==> config.mk <==
export PLATFORM = sky130hd
export DESIGN_NAME = skeleton_host_ctrl
export DESIGN_NICKNAME = d
export VERILOG_FILES = /design/src/rtl/skeleton_host_pkg.sv /design/src/rtl/skeleton_host_txser.sv /design/src/rtl/skeleton_host_ctrl.sv
export SDC_FILE = /design/constraint.sdc
export NUM_CORES = 1
export LEC_CHECK = 0
export CORE_MARGIN = 3
export CORE_UTILIZATION = 49
export DETAILED_ROUTE_END_ITERATION = 8
export PLACE_DENSITY = 0.76
export SYNTH_ARGS = -nofsm -noshare
export SYNTH_HDL_FRONTEND = slang
export SYNTH_SLANG_ARGS = --single-unit
==> constraint.sdc <==
create_clock -name CLK_SYS -period 2.4 [get_ports CLK_SYS]
set_clock_uncertainty 0.15 [all_clocks]
set_input_delay 0.48 -clock CLK_SYS [delete_from_list [all_inputs] [get_ports CLK_SYS]]
set_output_delay 0.48 -clock CLK_SYS [all_outputs]
set_load 0.02 [all_outputs]
==> src/rtl/skeleton_host_pkg.sv <==
// skeleton_host_pkg: shared opcodes, response bytes and FSM state encoding
package skeleton_host_pkg;
  localparam logic [1:0] OP_WRITE     = 2'b00;
  localparam logic [1:0] OP_START     = 2'b01;
  localparam logic [1:0] OP_READ_RES  = 2'b10;
  localparam logic [1:0] OP_READ_HEAD = 2'b11;
  localparam logic [7:0] RSP_ACK = 8'hA5;
  localparam logic [7:0] RSP_ERR = 8'hEE;
  typedef enum logic [2:0] {
    S_IDLE, S_GET_HI, S_GET_LO, S_WRITE, S_TRIG, S_WAIT_RDY, S_LOAD_TX, S_TX
  } state_t;
endpackage

==> src/rtl/skeleton_host_txser.sv <==
// skeleton_host_txser: MSB-first response shifter with valid/ready byte handshake
module skeleton_host_txser (
  input  logic        clk,
  input  logic        rst,
  input  logic        load,
  input  logic [31:0] load_data,
  input  logic [2:0]  load_cnt,
  input  logic        tx_ready,
  output logic        tx_valid,
  output logic [7:0]  tx_data,
  output logic        done
);
  logic [31:0] sr_q, sr_d;
  logic [2:0]  cnt_q, cnt_d;
  logic        xfer;
  assign tx_valid = cnt_q != '0;
  assign tx_data  = sr_q[31:24];
  assign xfer     = tx_valid && tx_ready;
  assign done     = xfer && cnt_q == 3'd1;
  // shift out one byte per accepted handshake; a load replaces everything
  always_comb begin
    sr_d  = load ? load_data : xfer ? {sr_q[23:0], 8'h00} : sr_q;
    cnt_d = load ? load_cnt : xfer ? cnt_q - 3'd1 : cnt_q;
  end
  // register shifter state; reset withdraws any pending byte
  always_ff @(posedge clk) begin
    if (rst) begin
      sr_q  <= '0;
      cnt_q <= '0;
    end else begin
      sr_q  <= sr_d;
      cnt_q <= cnt_d;
    end
  end
endmodule

==> src/rtl/skeleton_host_ctrl.sv <==
// skeleton_host_ctrl: turns UART command bytes into skeleton bus cycles and byte responses
module skeleton_host_ctrl
  import skeleton_host_pkg::*;
#(
  parameter int BITWIDTH_SYS  = 16,
  parameter int BITWIDTH_ADR  = 6,
  parameter int BITWIDTH_HEAD = 32,
  parameter int TIMEOUT_CYC   = 1024
) (
  input  logic                      CLK_SYS,
  input  logic                      RST,
  input  logic                      RX_VALID,
  input  logic [7:0]                RX_DATA,
  input  logic                      TX_READY,
  output logic                      TX_VALID,
  output logic [7:0]                TX_DATA,
  output logic                      SKEL_EN,
  output logic                      SKEL_RnW,
  output logic [BITWIDTH_ADR-1:0]   SKEL_ADR,
  output logic [BITWIDTH_SYS-1:0]   SKEL_DATA_IN,
  output logic                      SKEL_TRGG_START_CALC,
  input  logic [BITWIDTH_SYS-1:0]   SKEL_DATA_OUT,
  input  logic [BITWIDTH_HEAD-7:0]  SKEL_DATA_HEAD,
  input  logic                      SKEL_RDY,
  output logic                      BUSY,
  output logic                      OVERRUN
);
  localparam int CW = $clog2(TIMEOUT_CYC);
  state_t                  state_q, state_d;
  logic [1:0]              op_q, op_d;
  logic [7:0]              rsp_q, rsp_d;
  logic [BITWIDTH_ADR-1:0] adr_q, adr_d;
  logic [BITWIDTH_SYS-1:0] din_q, din_d;
  logic [CW-1:0]           cnt_q, cnt_d;
  logic                    rnw_q, rnw_d, trig_q, trig_d, ovr_q, ovr_d;
  logic                    load, done;
  logic [31:0]             load_data;
  logic [2:0]              load_cnt;
  // next-state logic; bus strobes are registered from the next state so they line up with it
  always_comb begin
    state_d = state_q;
    op_d    = op_q;
    rsp_d   = rsp_q;
    adr_d   = adr_q;
    din_d   = din_q;
    cnt_d   = cnt_q;
    ovr_d   = ovr_q | (RX_VALID && !(state_q inside {S_IDLE, S_GET_HI, S_GET_LO}));
    case (state_q)
      S_IDLE: if (RX_VALID) begin
        op_d    = RX_DATA[7:6];
        adr_d   = RX_DATA[BITWIDTH_ADR-1:0];
        state_d = RX_DATA[7:6] == OP_WRITE ? S_GET_HI : RX_DATA[7:6] == OP_START ? S_TRIG : S_LOAD_TX;
      end
      S_GET_HI: if (RX_VALID) begin
        din_d[15:8] = RX_DATA;
        state_d     = S_GET_LO;
      end
      S_GET_LO: if (RX_VALID) begin
        din_d[7:0] = RX_DATA;
        state_d    = S_WRITE;
      end
      S_WRITE: begin
        rsp_d   = RSP_ACK;
        state_d = S_LOAD_TX;
      end
      S_TRIG: begin
        cnt_d   = '0;
        state_d = S_WAIT_RDY;
      end
      S_WAIT_RDY: if (SKEL_RDY && cnt_q != '0) begin
        rsp_d   = RSP_ACK;
        state_d = S_LOAD_TX;
      end else if (cnt_q == CW'(TIMEOUT_CYC - 1)) begin
        rsp_d   = RSP_ERR;
        state_d = S_LOAD_TX;
      end else begin
        cnt_d = cnt_q + CW'(1);
      end
      S_LOAD_TX: state_d = S_TX;
      S_TX:      state_d = done ? S_IDLE : S_TX;
      default:   state_d = S_IDLE;
    endcase
    rnw_d  = state_d != S_WRITE;
    trig_d = state_d == S_TRIG;
  end
  // FSM state and registered bus outputs
  always_ff @(posedge CLK_SYS) begin
    if (RST) begin
      state_q <= S_IDLE;
      op_q    <= OP_WRITE;
      rsp_q   <= RSP_ACK;
      adr_q   <= '0;
      din_q   <= '0;
      cnt_q   <= '0;
      rnw_q   <= 1'b1;
      trig_q  <= 1'b0;
      ovr_q   <= 1'b0;
    end else begin
      state_q <= state_d;
      op_q    <= op_d;
      rsp_q   <= rsp_d;
      adr_q   <= adr_d;
      din_q   <= din_d;
      cnt_q   <= cnt_d;
      rnw_q   <= rnw_d;
      trig_q  <= trig_d;
      ovr_q   <= ovr_d;
    end
  end
  assign load      = state_q == S_LOAD_TX;
  assign load_data = op_q == OP_READ_RES ? {SKEL_DATA_OUT, 16'h0000} :
                     op_q == OP_READ_HEAD ? 32'(SKEL_DATA_HEAD) : {rsp_q, 24'h000000};
  assign load_cnt  = op_q == OP_READ_RES ? 3'd2 : op_q == OP_READ_HEAD ? 3'd4 : 3'd1;
  skeleton_host_txser u_txser (
    .clk       (CLK_SYS),
    .rst       (RST),
    .load      (load),
    .load_data (load_data),
    .load_cnt  (load_cnt),
    .tx_ready  (TX_READY),
    .tx_valid  (TX_VALID),
    .tx_data   (TX_DATA),
    .done      (done)
  );
  assign SKEL_EN              = 1'b1;
  assign SKEL_RnW             = rnw_q;
  assign SKEL_ADR             = adr_q;
  assign SKEL_DATA_IN         = din_q;
  assign SKEL_TRGG_START_CALC = trig_q;
  assign BUSY                 = state_q != S_IDLE;
  assign OVERRUN              = ovr_q;
endmodule

---- After elaboration in Yosys (flattened, before gate mapping) ----
Cells that the tools add are included.
word-level totals
  bits in registers ....................... 83
  bits of input ports ..................... 55
  output and inout port bits .............. 36
  logic and storage cells ................. 74
cells by class
  add/subtract/negate cells ............... 2
  eq/ne operators ......................... 17
  multiplexer cells ....................... 23
  bitwise logic cells ..................... 1
  reductions and logical operators ........ 19
operator list
  operator                 count
  $mux W32                 4
  $mux W3                  11
  $pmux W3 S8              1
  $mux W10                 2
  $pmux W10 S2             1
  $mux W8                  2
  $pmux W8 S2              1
  $eq A3 B3 Y1 const B     5
  $add A10 B1 Y10 const B  1
  $eq A10 B10 Y1 const B   1
  $reduce_bool A10 Y1      1
  $reduce_bool A3 Y1       3
  $reduce_and A2 Y1        4
  $eq A3 B1 Y1 const B     2
  $eq A3 B2 Y1 const B     2
  $reduce_bool A2 Y1       3
  $eq A2 B2 Y1 const B     2
  $logic_and A1 B1 Y1      4
  $ne A2 B2 Y1 const B     2
  $logic_not A3 Y1         1
  $ne A3 B2 Y1 const B     1
  $ne A3 B3 Y1 const B     1
  $reduce_and A3 Y1        1
  $sub A3 B1 Y3 const B    1
  5 further kinds          5

---- Logic depth before layout (Yosys ltp) ----
  word-level depth ........................ 6
  gate-level depth with buffers ........... 9
  mapped depth without buffers ............ 6

---- Cells and area by module ----
From an unflattened synthesis, not the netlist that was laid out.
second synthesis, totals
  cells, all modules ...................... 486
  area, all modules ....................... 4,222.8 um^2
modules (own cells, without submodules)
  module               times used  cells each  area an instance (um^2)  seq. area each (um^2)
  skeleton_host_ctrl   1           277         2,285.9                  840.8
  skeleton_host_txser  1           209         1,936.9                  700.7

---- Least setup slack after synthesis ----
OpenSTA, ideal clock, no wires.
  path kind ............................... reg2reg
  start ................................... reg cnt_q[0]
  end ..................................... reg cnt_q[7]
  library setup time ...................... 0.115 ns
  arrival ................................. 1.983 ns
  required time ........................... 2.135 ns
  slack ................................... 0.152 ns
  cell stages (with the launch flop) ...... 8
  buffers on the path ..................... 1
  period minus slack after synthesis ...... 2.248 ns
  cell sequence ........................... dfxtp_1 > inv_1 > ha_1 > or4b_4 > o311a_4 > buf_2 > o31a_1 > o21a_1
between the ends
  cells in the longest elaborated chain, start to end .. 4
  elaborated cells on any way between the ends .. 10
  those cells by class .................... 1 x add/sub; 3 x eq/ne; 3 x mux; 3 x reduce/logical
RTL lines
  element                                                 RTL line                                            source
  start: declaration                                      skeleton_host_ctrl.sv:34                            logic [CW-1:0] cnt_q, cnt_d;
  start signal: assignment                                skeleton_host_ctrl.sv:104                           cnt_q <= cnt_d;
  $add A10 B1 Y10 or $reduce_bool A10 Y1 (tied branches)  skeleton_host_ctrl.sv:77, skeleton_host_ctrl.sv:70
  $mux W10 or $logic_and A1 B1 Y1 (tied branches)         skeleton_host_ctrl.sv:73, skeleton_host_ctrl.sv:70
  $mux W10 or $ne A2 B2 Y1 (tied branches)                -
  $pmux W10 S2 or $reduce_and A3 Y1 (tied branches)       -
Parallel ways exist; a longest one is shown, timed or not. The select of a mux whose other input is x is not followed.
A chain may end at the register's enable or synchronous reset.

---- Worst setup path after layout ----
  start ................................... reg cnt_q[1]
  end ..................................... reg cnt_q[7]
The elaborated chain is that of the path after synthesis.

==> metrics.md <==
| Metric | Value |
|---|---|
| Rel. slew slack | `60.9%` |
| Dpl hpwl | `6280 microns` |
| Final Slew Violations | `0` |
| Post-DR wirelength/cell | `14.9 microns` |
| Status | `completed` |
| Area leader, netlist | `dfxtp_1` |
| Yosys warnings | `0` |
| Max-Cap Viols | `0` |
| Post-Syn Nets | `491` |
| Seq/Total Area, Yosys | `43.8%` |
| Nature of the critical path startpoint | `flop` |
| Fillers | `574` |
| # H-tree levels | `3` |
| PwrDens | `806 nW/um^2` |
| First-pass detailed-route iteration total | `4` |
| Layout Area Growth over Synthesis | `33.9%` |
| Die Y | `90.7 microns` |
| Final period utilization | `95.4%` |
| Synth Register Bits | `77` |
| DIE WIDTH | `90.7 microns` |
| Clock latency on the worst-skew pair | `0.34 ns` |
| Row count | `30` |
| Drt drc | `0` |
| Largest net degree at the start of global routing | `36` |
| ANT nets after route | `0` |
| Crit path required time | `2.49 ns` |
| TritonCTS clock tree | `yes` |
| Share of flip-flops with an asynchronous set or reset | `0%` |
| Worst Setup Path Type | `flop to flop` |
| Fin cells | `610` |
| N_diodes | `0` |
| Fin Setup TNS | `0 ns` |
| Final min period | `2.29 ns` |
| Max VDD drop | `0.437 mV` |
| Initial DRC Count | `221` |
| RePlAce Congestion | `0.880` |
| Routed WL | `9070 microns` |
| Crit end category | `flop` |
| Largest cells by area after synthesis | `dfxtp_1 44%, nand2_1 7.8%, a21oi_1 5.8%` |
| Fin util | `68.5%` |
| Setup-failing EPs final | `0` |
| Core ar. | `6870 sq um` |
| Synth Flop Type | `dfxtp_1` |
| Final Instance Area | `4710 sq um` |
| RSZ-0062 raised after global routing | `false` |
| Max Clock Freq | `437 MHz` |
| Post-DP Area | `4480 sq um` |
| Initial antenna violation count | `0` |
| PortBufs | `89` |
| Crit Path Max Fanout | `11` |
| Distinct cells, synth | `46` |
| Final Power | `3.79 mW` |
| Mapped Cells | `431` |
| Worst-path clk slew | `0.08 ns` |
| Worst path arrival time | `2.38 ns` |
| Post-synth EDFFs | `0` |
| Hold Violations, Final | `0` |
| CTS Root Cell | `clkbuf_8` |
| Grt total ovfl | `0` |
| First-pass GRT wire length | `15000 microns` |
| Worst slew pin tran | `0.580 ns` |
| Synth Cell Area | `3520 sq um` |
| Layout Nets | `569` |
| Gr usage total | `22.0%` |
| Post-Syn Area per Cell | `8.16 sq um` |
| Starting Density | `51.2%` |
| Leakage | `1.69 nW` |
| Total placed cells including tap cells | `592` |
| Clock sinks | `77` |
| DIE AREA | `8230 sq um` |
| Post-synth top area share | `43.8%` |
| Vias in the first global route | `3102` |
| Vias per cell | `5.61` |
| I/O pin count | `91` |
| Num CTS Buffers | `9` |
| Via count | `3420` |
| Largest buffer count on any clock path | `2` |
| Hold Path Class | `flop to flop` |
| Fraction of layout instances using a drive strength above 1 | `8.56%` |
==> cell families after synthesis <==
| logic type | synth area share, % |
|---|---|
| muxes | 1.42 |
| xor gates and xnor gates | 0.249 |
| DFF | 43.8 |
| buffers and inverters | 6.65 |
| and+or+nand+nor | 23.7 |
| adders and majority gates | 1.78 |
| AOI/OAI and AO/OA | 22.2 |
| other | 0.107 |
==> path summary, 6_finish.rpt <==
check / startpoint / to / slack, ns / cells past startpoint
hold reg to reg: SKEL_DATA_IN[4]$_SDFFE_PP0P_ / SKEL_DATA_IN[4]$_SDFFE_PP0P_ / 0.31 / 2
setup / recovery: cnt_q[1]$_SDFFE_PP0P_ / cnt_q[7]$_SDFFE_PP0P_ / 0.11 / 7
setup reg to reg: cnt_q[1]$_SDFFE_PP0P_ / cnt_q[7]$_SDFFE_PP0P_ / 0.11 / 7
hold / removal: SKEL_DATA_IN[4]$_SDFFE_PP0P_ / SKEL_DATA_IN[4]$_SDFFE_PP0P_ / 0.31 / 2
==> cells in the mapped netlist, types with 6 or more instances <==
library cell / number
a22oi_1: 8
o31ai_1: 6
inv_1: 12
a21oi_1: 41
nor2_1: 36
dfxtp_1: 77
o21ai_0: 9
clkbuf_1: 29
nor3_1: 13
a211oi_1: 12
a221oi_1: 20
nand3_1: 13
nand2_1: 73
buf_4: 9
==> state kept, by name, summed over array words and instances (netlist names), 2 cells and up <==
| register | count |
|---|---|
| SKEL_ADR | 6 |
| SKEL_DATA_IN | 16 |
| cnt_q | 10 |
| op_q | 2 |
| rsp_q | 2 |
| state_q | 3 |
| u_txser.cnt_q | 3 |
| u_txser.sr_q | 32 |
==> repair_timing <==
action | 4_1_cts | 5_1_grt
endpoints found under the setup margin | 0 | 7
hold buffers | 0 | 0
gates resized for setup | 0 | 2
buffers inserted | 0 | 2
==> through the flow <==
| stage | worst slack [ns] | hold WS, ns |
|---|---|---|
| 2_1_floorplan | 0.152 | 0.293 |
| 3_3_place_gp | 0.126 | 0.295 |
| 3_5_place_dp | 0.0417 | 0.301 |
| 4_1_cts | 0.00396 | 0.311 |
| 5_1_grt | 0.0243 | 0.327 |
| 6_report | 0.110 | 0.308 |
==> placed cells by master (no fill, tap or decap), drive strengths merged, types with 2 or more instances in the layout <==
| cell | count |
|---|---|
| or4 | 5 |
| o21ai | 9 |
| dfxtp | 77 |
| a21o | 3 |
| a221oi | 20 |
| nor4 | 3 |
| o21a | 3 |
| nand3b | 2 |
| or3 | 2 |
| ha | 5 |
| clkbuf | 13 |
| nand2 | 73 |
| and2 | 2 |
| or2 | 2 |
| nor2b | 5 |
| nand4 | 5 |
| o31ai | 6 |
| a21oi | 41 |
| and4 | 3 |
| and3 | 3 |
| nor2 | 36 |
| inv | 12 |
| a22oi | 8 |
| a311oi | 5 |
| buf | 20 |
| a41o | 2 |
| a211oi | 12 |
| mux2i | 5 |
| nand3 | 13 |
| nor4bb | 2 |
| nand2b | 2 |
| nor3 | 14 |
| clkdlybuf4s50 | 87 |
==> report_power, final <==
group	internal, mW	switching [mW]	total, mW
sequential	1.46	0.118	1.58
clock	0.565	0.466	1.03
combinational	0.549	0.634	1.18
==> area by class of cell <==
type / count / area (sq um) / area share, %
clock buffers: 13 / 169 / 3.59
multi-input cells: 301 / 1750 / 37.1
repair buffers: 108 / 1040 / 22.2
clock inverters: 3 / 42.5 / 0.904
inverters: 12 / 45.0 / 0.957
flip-flops and latches: 77 / 1540 / 32.8
well taps: 96 / 120 / 2.55
==> worst max-delay path: stages (launching register included) <==
cell     delay (ns)
dfxtp_1        0.37
inv_1          0.08
ha_1           0.13
or4b_4         0.46
o311a_4        0.37
buf_4          0.16
o31a_1         0.29
o21a_1         0.18
==> metal layers <==
metal / up-vias / GRT usage, % / part of all wire (%)
li1: 1690 / - / -
met1: 1616 / 29.2 / 44
met2: 102 / 34.8 / 48
met3: 12 / 5.33 / 6.3
met4: 0 / 7.53 / 1.6
met5: - / 0 / 0
Note: power is estimated with default switching activity, not from simulation.
